--- config.mk ---
export PLATFORM = sky130hd
export DESIGN_NAME = audio_sequencer_flat
export DESIGN_NICKNAME = d
export VERILOG_FILES = /design/src/rtl/audio_sequencer_if.sv /design/src/rtl/audio_sequencer.sv /design/src/flat_wrapper.sv
export SDC_FILE = /design/constraint.sdc
export NUM_CORES = 1
export LEC_CHECK = 0
export CAP_MARGIN = 40
export CELL_PAD_IN_SITES_DETAIL_PLACEMENT = 1
export CELL_PAD_IN_SITES_GLOBAL_PLACEMENT = 2
export CORE_UTILIZATION = 27
export CTS_CLUSTER_SIZE = 14
export DETAILED_ROUTE_END_ITERATION = 10
export GPL_TIMING_DRIVEN = 0
export PLACE_DENSITY_LB_ADDON = 0.1
export SLEW_MARGIN = 25
export SYNTH_ARGS = -nofsm -noshare
export SYNTH_HDL_FRONTEND = slang
export SYNTH_SLANG_ARGS = --single-unit
export TNS_END_PERCENT = 1
--- constraint.sdc ---
create_clock -name clk_25MHZ -period 2.4 [get_ports clk_25MHZ]
set_clock_uncertainty 0.2 [all_clocks]
set_input_delay 0.48 -clock clk_25MHZ [delete_from_list [all_inputs] [get_ports clk_25MHZ]]
set_output_delay 0.48 -clock clk_25MHZ [all_outputs]
set_load 0.02 [all_outputs]
--- src/rtl/audio_sequencer_if.sv ---
// Bundle between game logic (master) and the sound sequencer (slave):
// play/stop requests and sample strobe in, ROM address and playback status out.
interface audio_sequencer_if #(
   parameter int N_SOUNDS = 4,
   parameter int ADDR_W   = 15
);
   localparam int ID_W = (N_SOUNDS > 1) ? $clog2(N_SOUNDS) : 1;

   logic                clk_8KHZ;
   logic [N_SOUNDS-1:0] req;
   logic                stop;
   logic [ADDR_W-1:0]   rom_addr;
   logic                sample_en;
   logic [ID_W-1:0]     sound_id;
   logic                busy;
   logic                done;

   modport master (
      output clk_8KHZ, req, stop,
      input  rom_addr, sample_en, sound_id, busy, done
   );

   modport slave (
      input  clk_8KHZ, req, stop,
      output rom_addr, sample_en, sound_id, busy, done
   );
endinterface

--- src/rtl/audio_sequencer.sv ---
// Fixed-priority sound scheduler with preemption/queueing; steps the sample-ROM
// address on each 8 kHz strobe. Request to first sample: IDLE + LOAD = 2 cycles.
module audio_sequencer #(
   parameter int                           N_SOUNDS   = 4,
   parameter int                           ADDR_W     = 15,
   parameter logic [N_SOUNDS*ADDR_W-1:0]   SOUND_BASE = '0,
   parameter logic [N_SOUNDS*ADDR_W-1:0]   SOUND_LEN  = '0,
   parameter logic [N_SOUNDS-1:0]          LOOP_MASK  = '0
) (
   input  logic             clk_25MHZ,
   input  logic             rst,
   audio_sequencer_if.slave snd
);
   localparam int                ID_W     = (N_SOUNDS > 1) ? $clog2(N_SOUNDS) : 1;
   localparam logic [ADDR_W-1:0] ADDR_ONE = 1;

   typedef enum logic [1:0] {IDLE, LOAD, PLAY} state_t;

   state_t              state_q, state_d;
   logic [N_SOUNDS-1:0] pending_q, pending_d;
   logic [ID_W-1:0]     sound_id_q, sound_id_d;
   logic [ADDR_W-1:0]   offset_q, offset_d;
   logic [ADDR_W-1:0]   rom_addr_q, rom_addr_d;
   logic                done_q, done_d;

   logic [N_SOUNDS-1:0] cand;
   logic [ID_W-1:0]     cand_top;
   logic [ID_W-1:0]     req_top;
   logic                req_any;

   function automatic logic [ID_W-1:0] top_idx(input logic [N_SOUNDS-1:0] v);
      top_idx = '0;
      for (int i = 0; i < N_SOUNDS; i++) begin
         if (v[i]) top_idx = ID_W'(i);
      end
   endfunction

   function automatic logic [N_SOUNDS-1:0] onehot(input logic [ID_W-1:0] idx);
      onehot      = '0;
      onehot[idx] = 1'b1;
   endfunction

   function automatic logic [ADDR_W-1:0] base_of(input logic [ID_W-1:0] id);
      base_of = SOUND_BASE[int'(id)*ADDR_W +: ADDR_W];
   endfunction

   function automatic logic [ADDR_W-1:0] last_of(input logic [ID_W-1:0] id);
      last_of = SOUND_LEN[int'(id)*ADDR_W +: ADDR_W] - ADDR_ONE;
   endfunction

   always_comb begin
      state_d    = state_q;
      pending_d  = pending_q | snd.req;
      sound_id_d = sound_id_q;
      offset_d   = offset_q;
      rom_addr_d = rom_addr_q;
      done_d     = 1'b0;
      cand       = pending_q | snd.req;
      cand_top   = top_idx(cand);
      req_top    = top_idx(snd.req);
      req_any    = |snd.req;

      if (snd.stop) begin
         state_d   = IDLE;
         pending_d = '0;
      end else begin
         unique case (state_q)
            IDLE: begin
               if (|cand) begin
                  state_d    = LOAD;
                  sound_id_d = cand_top;
                  pending_d  = cand & ~onehot(cand_top);
               end
            end
            LOAD: begin
               state_d    = PLAY;
               offset_d   = '0;
               rom_addr_d = base_of(sound_id_q);
            end
            PLAY: begin
               if (req_any && req_top > sound_id_q) begin
                  // A looping victim goes back in the queue; a one-shot is dropped.
                  state_d    = LOAD;
                  sound_id_d = req_top;
                  pending_d  = (pending_q | snd.req) & ~onehot(req_top);
                  if (LOOP_MASK[sound_id_q]) pending_d = pending_d | onehot(sound_id_q);
               end else if (req_any && req_top == sound_id_q) begin
                  pending_d  = (pending_q | snd.req) & ~onehot(req_top);
                  offset_d   = '0;
                  rom_addr_d = base_of(sound_id_q);
               end else if (snd.clk_8KHZ) begin
                  if (offset_q < last_of(sound_id_q)) begin
                     offset_d   = offset_q + ADDR_ONE;
                     rom_addr_d = base_of(sound_id_q) + offset_q + ADDR_ONE;
                  end else if (LOOP_MASK[sound_id_q]) begin
                     offset_d   = '0;
                     rom_addr_d = base_of(sound_id_q);
                  end else begin
                     state_d = IDLE;
                     done_d  = 1'b1;
                  end
               end
            end
            default: state_d = IDLE;
         endcase
      end
   end

   always_ff @(posedge clk_25MHZ) begin
      if (rst) begin
         state_q    <= IDLE;
         pending_q  <= '0;
         sound_id_q <= '0;
         offset_q   <= '0;
         rom_addr_q <= '0;
         done_q     <= 1'b0;
      end else begin
         state_q    <= state_d;
         pending_q  <= pending_d;
         sound_id_q <= sound_id_d;
         offset_q   <= offset_d;
         rom_addr_q <= rom_addr_d;
         done_q     <= done_d;
      end
   end

   assign snd.rom_addr  = rom_addr_q;
   assign snd.sample_en = (state_q == PLAY);
   assign snd.busy      = (state_q != IDLE);
   assign snd.sound_id  = sound_id_q;
   assign snd.done      = done_q;
endmodule

--- src/flat_wrapper.sv ---
// flat-port wrapper written by rule: the top's interface ports become plain ports
module audio_sequencer_flat 
#(
   parameter int                           N_SOUNDS   = 4,
   parameter int                           ADDR_W     = 15,
   parameter logic [N_SOUNDS*ADDR_W-1:0]   SOUND_BASE = '0,
   parameter logic [N_SOUNDS*ADDR_W-1:0]   SOUND_LEN  = '0,
   parameter logic [N_SOUNDS-1:0]          LOOP_MASK  = '0
)
  (clk_25MHZ, rst, snd_clk_8KHZ, snd_req, snd_stop, snd_rom_addr, snd_sample_en, snd_sound_id, snd_busy, snd_done);
  audio_sequencer_if #(.N_SOUNDS(N_SOUNDS), .ADDR_W(ADDR_W)) snd_i ();
  input  logic clk_25MHZ;
  input  logic rst;
  input wire logic [$bits(snd_i.clk_8KHZ)-1:0] snd_clk_8KHZ;
  input wire logic [$bits(snd_i.req)-1:0] snd_req;
  input wire logic [$bits(snd_i.stop)-1:0] snd_stop;
  output wire logic [$bits(snd_i.rom_addr)-1:0] snd_rom_addr;
  output wire logic [$bits(snd_i.sample_en)-1:0] snd_sample_en;
  output wire logic [$bits(snd_i.sound_id)-1:0] snd_sound_id;
  output wire logic [$bits(snd_i.busy)-1:0] snd_busy;
  output wire logic [$bits(snd_i.done)-1:0] snd_done;
  assign snd_i.clk_8KHZ = snd_clk_8KHZ;
  assign snd_i.req = snd_req;
  assign snd_i.stop = snd_stop;
  assign snd_rom_addr = snd_i.rom_addr;
  assign snd_sample_en = snd_i.sample_en;
  assign snd_sound_id = snd_i.sound_id;
  assign snd_busy = snd_i.busy;
  assign snd_done = snd_i.done;
  audio_sequencer #(.N_SOUNDS(N_SOUNDS), .ADDR_W(ADDR_W), .SOUND_BASE(SOUND_BASE), .SOUND_LEN(SOUND_LEN), .LOOP_MASK(LOOP_MASK)) u_core (.clk_25MHZ(clk_25MHZ), .rst(rst), .snd(snd_i));
endmodule
==> metrics.csv, run 1 <==
stage,metric,value,unit
setup_path,critPathCaptureType,register,
power,p_total,0.000887,W
global_routing,antenna_found_initial,0,
layout,antennaDiodeCount,0,
layout,fin_nets,238,
placed_design,gp_congestion,0.814,
floorplanning,io_pins,28,
clocking,cts_buffers,3,
placed_design,dp_hpwl,4330,µm
clocking,cts_num_sinks,24,
yosys,synth_area_leader_cell,dfxtp_1,
layout,final_cells,299,
sta,post-route-min-period,2.33,ns
setup_path,required,2.35,ns
clocking,cts_buffer_depth,2,
power,clock_power_share,32.0,%
sta,tightest_slew,0.627,ns
yosys,synthCells,193,
worst_hold_path,hold_depth,2,
yosys,synth_top_cell_area_share,30.6,%
yosys,synth_nets,203,
routing,drt-total-wl,5940,µm
power,power_switching,0.000263,W
yosys,syn_area_per_cell,8.14,µm²
setup_path,worstPathArrival,2.28,ns
flow_run,timing.max_cap.violations,0,
sta,rsz0062_at_grt,no,
setup_path,start_kind,input port,
sta,slew_violations,0,
clocking,clock_latency,0.27,ns
floorplanning,initial_core_util,28.2,%
yosys,synth-seq-cells,24,
placed_design,place_inst,290,
yosys,synth.top_cells.by_count,"dfxtp_1, nand2_1, nand3_1, nand4_1, nor2_1",
global_routing,grt_util_all_layers,20.0,%
sta,fmax,429,MHz
sta,min_period_over_period,97.1,%
floorplanning,rows,27,
global_routing,grt_first_pass_wirelength,9630,µm
layout,num-fill-cells,667,
yosys,netlist_area,1570,µm²
yosys,yosysMostFrequentCell,dfxtp_1,
yosys,ys_top_cells_by_area,"dfxtp_1, a221oi_1, nand4_1",
clocking,cts_root_buf,clkbuf_8,
routing,ant_nets,0,
sta,final_hold_viol_count,0,
sta,relSlewSlack,58.2,%
global_routing,overflow,0,
power,p_sw_share,29.7,%
floorplanning,core,5570,µm²
global_routing,grt_pass1_vias,1890,
routing,wire_per_inst,19.9,µm
sta,finalSetupViolCount,0,
setup_path,cp_max_fo,10,
power,powerDensity,425,nW/µm²
routing,vias_per_cell,6.03,
yosys,yosysWarnings,0,
placed_design,portBuffers,25,
routing,drtIter0Drc,106,
routing,drt_drc_violations_left,0,
floorplanning,dieWidth,78.3,µm
global_routing,grt_max_degree,14,
power,p_int,0.000624,W
layout,layout-drive-gt1-share,16.3,%
layout,synthToLayoutAreaGrowth,32.8,%
yosys,synthFlopType,dfxtp_1,
yosys,ys_types,50,
power,comb_power_share,21.5,%
yosys,synth_enable_flop_cells,0,
setup_path,critPathKind,input port to register,
floorplanning,dieArea,6130,µm²
yosys,async_reset_ff_share,0,%
power,p_leak,0.682,nW
power,ir_drop,221,µV
yosys,yosysSeqAreaShare,30.6,%
worst_hold_path,min_path_type,register to register,
setup_path,r2r.worst_path.cells,6,
clocking,clk_pin_slew,0.09,ns
clocking,cts_tree,yes,
power,p_seq_share,46.5,%
routing,dr.pass1.iters,4,
status,status,"complete, no violations",
floorplanning,die_h,78.3,µm
routing,routed-via-count,1802,
clocking,htree_levels,1,
==> per-layer routing <==
| layer | track usage (%) | routed length, µm | up-vias | part of all wire [%] |
|---|---|---|---|---|
| met4 | 5.74 | 97 | 0 | 1.6 |
| met1 | 24.6 | 2580 | 900 | 43 |
| met2 | 36.7 | 3050 | 48 | 51 |
| li1 | - | - | 844 | - |
| met5 | 0 | 0 | - | 0 |
| met3 | 2.09 | 214 | 10 | 3.6 |
==> layout make-up <==
class	count	area [µm²]	share of cell area [%]
multi-input combinational	152	1090	52.4
sequential	24	482	23.1
timing repair buffer	30	285	13.7
tap	72	90.1	4.32
clock buffer	4	55.1	2.64
buffer	10	55.1	2.64
inverter	7	26.3	1.26
==> critical path, stage by stage <==
cell and delay, ns:
dlygate4sd2_1 0.31, or4_4 0.58, nand2_4 0.11, o211ai_4 0.13, buf_4 0.23, a221oi_1 0.31, o32ai_1 0.14
==> kinds of logic after synthesis <==
family | Yosys count | share of synthesized area [%]
simple gates | 90 | 31.7
compound gates | 60 | 31.3
flops | 24 | 30.6
buf+inv | 17 | 4.86
fa+ha+maj | 2 | 1.59
==> power by group through the flow <==
stage | registers (W) | clock network, W | logic (W)
after floorplan | 0.000423 | 0 | 0.000106
after global placement | 0.000421 | 0 | 0.000167
after detailed placement | 0.000421 | 0 | 0.000171
after CTS | 0.000412 | 0.000300 | 0.000187
after global routing | 0.000414 | 0.000314 | 0.000205
final | 0.000412 | 0.000284 | 0.000191
==> flip-flops by register name, indices dropped and copies added (netlist names) <==
name,cells
u_core.snd.done,1
u_core.snd.sound_id,2
u_core.pending_q,4
u_core.state_q,2
u_core.snd.rom_addr,15
==> final timing paths <==
| kind | from | to | slack (ns) |
|---|---|---|---|
| setup reg to reg | u_core.snd.rom_addr[6]$_SDFFE_PP0P_ | u_core.snd.rom_addr[11]$_SDFFE_PP0P_ | 0.11 |
| hold / removal | u_core.snd.rom_addr[0]$_SDFFE_PP0P_ | u_core.snd.rom_addr[0]$_SDFFE_PP0P_ | 0.33 |
| hold reg to reg | u_core.snd.rom_addr[0]$_SDFFE_PP0P_ | u_core.snd.rom_addr[0]$_SDFFE_PP0P_ | 0.33 |
| setup / recovery | snd_req[1] | u_core.snd.rom_addr[6]$_SDFFE_PP0P_ | 0.07 |
==> repair_timing <==
item | in CTS | in global routing
endpoints found under the setup margin | 25 | 18
resized for setup | 13 | 13
pin swaps | 3 | 1
hold buffers | 0 | 0
buffers inserted | 3 | 2
==> through the flow <==
step                      util, %  hold WS, ns  TNS [ns]  worst slack, ns  cell area, µm²
final                        37.4        0.328         0           0.0703            2090
after global routing         37.4        0.341         0          0.00951            2090
after CTS                    36.5        0.341  -0.00687         -0.00687            2030
after detailed placement     34.3        0.324    -16.98            -1.06            1910
after global placement       34.3        0.302    -15.64           -0.990            1910
after floorplan                 -        0.287         0           0.0316            1570
==> placed cells by master, fill, tap and decap left out, types with 3 or more instances in the layout <==
cell type | synthesis | routed
a21oi_1 | 4 | 4
inv_1 | 7 | 7
nand4_1 | 12 | 12
nand3_1 | 12 | 12
and2_1 | 3 | 3
nor3_1 | 7 | 4
clkdlybuf4s50_1 | 0 | 20
clkbuf_8 | 0 | 4
clkbuf_2 | 2 | 3
o32ai_1 | 6 | 6
nand2_1 | 19 | 19
o21a_1 | 5 | 4
nor2_1 | 11 | 9
a221oi_1 | 10 | 9
dfxtp_1 | 24 | 23
clkbuf_1 | 5 | 5
o311ai_0 | 3 | 3
o21ai_0 | 8 | 8
o221a_1 | 4 | 4
nor3b_1 | 3 | 3
and3_1 | 3 | 3
buf_4 | 0 | 7
Note: power is estimated with default switching activity, not from simulation.
==> run 2: changes to the inputs <==
--- a/config.mk
+++ b/config.mk
@@ -12,6 +12,7 @@
 export CTS_CLUSTER_SIZE = 14
 export DETAILED_ROUTE_END_ITERATION = 10
 export GPL_TIMING_DRIVEN = 0
+export HOLD_SLACK_MARGIN = 0.06
 export PLACE_DENSITY_LB_ADDON = 0.1
 export SLEW_MARGIN = 25
 export SYNTH_ARGS = -nofsm -noshare
==> results of run 2 <==
The final DEF is identical to that of run 1; final timing and power are the same.
==> run 3: changes to the inputs <==
--- a/config.mk
+++ b/config.mk
@@ -14,6 +14,7 @@
 export GPL_TIMING_DRIVEN = 0
 export HOLD_SLACK_MARGIN = 0.06
 export PLACE_DENSITY_LB_ADDON = 0.1
+export SKIP_LAST_GASP = 1
 export SLEW_MARGIN = 25
 export SYNTH_ARGS = -nofsm -noshare
 export SYNTH_HDL_FRONTEND = slang
==> metrics.csv, run 3 (synthesized netlist as in run 1, its figures left out) <==
stage,metric,value,unit,change
sta,final_hold_viol_count,0,,unchanged
floorplanning,core,5570,µm²,unchanged
global_routing,grt_pass1_vias,1890,,unchanged
floorplanning,initial_core_util,28.2,%,unchanged
sta,fmax,423,MHz,-1.4%
global_routing,globalRoute.busiestLayer,met2,,
setup_path,critPathKind,input port to register,,
sta,rsz0062_at_grt,yes,,
floorplanning,dieArea,6130,µm²,unchanged
status,status,"complete, no violations",,
setup_path,critPathSlowestCell,or4_4,,
worst_hold_path,min_path_type,register to register,,
flow_run,timing.max_cap.violations,0,,unchanged
setup_path,start_kind,input port,,
power,powerDensity,427,nW/µm²,+0.51%
routing,routed-via-count,1805,,+0.17%
layout,fin_util,37.4,%,-0.067 points
setup_path,critPathCaptureType,register,,
layout,largest_reg_flops,15,,unchanged
sta,post-route-min-period,2.36,ns,+0.0341 ns
routing,ant_nets,0,,unchanged
clocking,cts_buffers,3,,unchanged
clocking,hold_buffers,0,,unchanged
sta,slew_violations,0,,unchanged
placed_design,portBuffers,25,,unchanged
layout,layout-drive-gt1-share,15.9,%,-0.44 points
global_routing,grt_use_met1,24.6,%,unchanged
layout,synthToLayoutAreaGrowth,32.6,%,
clocking,clock_latency,0.27,ns,about the same
routing,drt-total-wl,5940,µm,unchanged
placed_design,gp_congestion,0.814,,unchanged
placed_design,dp_slack,-1.06,ns,unchanged
global_routing,grt_util_all_layers,20.0,%,unchanged
layout,fin_nets,238,,unchanged
routing,vias_per_cell,6.04,,+0.17%
power,p_total,0.000890,W,+0.33%
layout,mostFrequentLayoutCell,dfxtp_1,,
global_routing,grt_first_pass_wirelength,9630,µm,unchanged
clocking,cts_tree,yes,,
global_routing,grt_use_met3,2.09,%,unchanged
global_routing,grt_max_degree,14,,unchanged
clocking,cts_num_sinks,24,,unchanged
setup_path,critical_path.max_stage_delay,0.58,ns,about the same
clocking,cts_buffer_depth,2,,unchanged
setup_path,cp_cell_sequence,dlygate4sd2_1 > or4_4 > nand2_4 > o211ai_4 > a2111oi_0 > o221a_1,,
layout,final_cells,299,,unchanged
floorplanning,dieWidth,78.3,µm,unchanged
placed_design,place_inst,290,,unchanged
global_routing,overflow,0,,unchanged
sta,finalSetupViolCount,0,,unchanged
placed_design,dp_hpwl,4330,µm,unchanged
routing,drtIter0Drc,107,,+0.94%
global_routing,met2_usage,36.7,%,unchanged
layout,layout_common_cells,"dfxtp_1, clkdlybuf4s50_1, nand2_1, nand4_1, nand3_1",,
floorplanning,rows,27,,unchanged
routing,dr.pass1.iters,4,,unchanged
sta,relSlewSlack,58.2,%,about the same
sta,finalWorstSetupSlack,0.0362,ns,-0.0341 ns
power,ir_drop,221,µV,+0.26%
clocking,htree_levels,1,,unchanged
setup_path,cp_max_fo,6,,-4
power,p_leak,0.672,nW,-1.4%
floorplanning,die_h,78.3,µm,unchanged
sta,min_period_over_period,98.5,%,+1.4 points
routing,wire_per_inst,19.9,µm,unchanged
clocking,clk_pin_slew,0.09,ns,about the same
global_routing,antenna_found_initial,0,,unchanged
setup_path,required,2.41,ns,+0.06 ns
setup_path,worstPathArrival,2.37,ns,+0.09 ns
floorplanning,io_pins,28,,unchanged
clocking,cts_root_buf,clkbuf_8,,
sta,tightest_slew,0.628,ns,+0.0000960 ns
routing,drt_drc_violations_left,0,,unchanged
layout,antennaDiodeCount,0,,unchanged
==> run 3: changes by cell type in the layout (fill, tap and decap cells not counted) <==
| cell | previous run | this run |
|---|---|---|
| clkdlybuf4s50_1 | 20 | 21 |
| dlymetal6s2s_1 | 2 | 1 |
| dfxtp_1 | 23 | 24 |
| dfxtp_2 | 1 | 0 |
==> run 3: area by class of cell <==
type | instances | area (µm²)
Fill cell | 669 | 3490
Multi-Input combinational cell | 152 | 1090
Sequential cell | 24 | 480
Timing Repair Buffer | 30 | 283
Tap cell | 72 | 90.1
Clock buffer | 4 | 55.1
Buffer | 10 | 55.1
Inverter | 7 | 26.3
==> run 3: routing by layer <==
layer / vias up / wire length [µm] / share of wire (%)
met1: 901 / 2570 / 43
met2: 51 / 3010 / 51
met5: - / 0 / 0
met3: 10 / 232 / 3.9
met4: 0 / 129 / 2.2
li1: 843 / - / -
==> run 3: metrics by stage <==
step                       TNS, ns  hold slack, ns  area (µm²)
after floorplan                  0           0.287        1570
after global placement      -15.64           0.302        1910
after detailed placement    -16.98           0.324        1910
after CTS                 -0.00687           0.341        2030
after global routing       -0.0475           0.341        2080
final                            0           0.333        2080
==> run 3: what timing repair did <==
action	in CTS	in global routing
gates resized for setup	13	11
pin swaps	3	1
endpoints found under the setup margin	25	18
hold endpoints to repair	0	0
buffers inserted	3	2
gates cloned	0	0
==> run 3: final timing paths <==
path | cells past startpoint | endpoint | startpoint | slack (ns)
setup / recovery | 6 | u_core.snd.rom_addr[8]$_SDFFE_PP0P_ | snd_req[1] | 0.04
hold / removal | 2 | u_core.snd.rom_addr[4]$_SDFFE_PP0P_ | u_core.snd.rom_addr[4]$_SDFFE_PP0P_ | 0.33
setup reg to reg | 6 | u_core.snd.rom_addr[11]$_SDFFE_PP0P_ | u_core.snd.rom_addr[6]$_SDFFE_PP0P_ | 0.11
hold reg to reg | 2 | u_core.snd.rom_addr[4]$_SDFFE_PP0P_ | u_core.snd.rom_addr[4]$_SDFFE_PP0P_ | 0.33
==> run 3: worst max-delay path, delay by kind of cell <==
family	cells	cell delay [ns]
buf+inv	1	0.31
simple gates	2	0.69
compound gates	3	0.89
==> run 3: power breakdown <==
part	internal, W	total [W]	switching (W)
Sequential	0.000406	0.000412	0.00000656
Combinational	0.0000716	0.000191	0.000120
Clock	0.000147	0.000287	0.000140
Total	0.000624	0.000890	0.000266
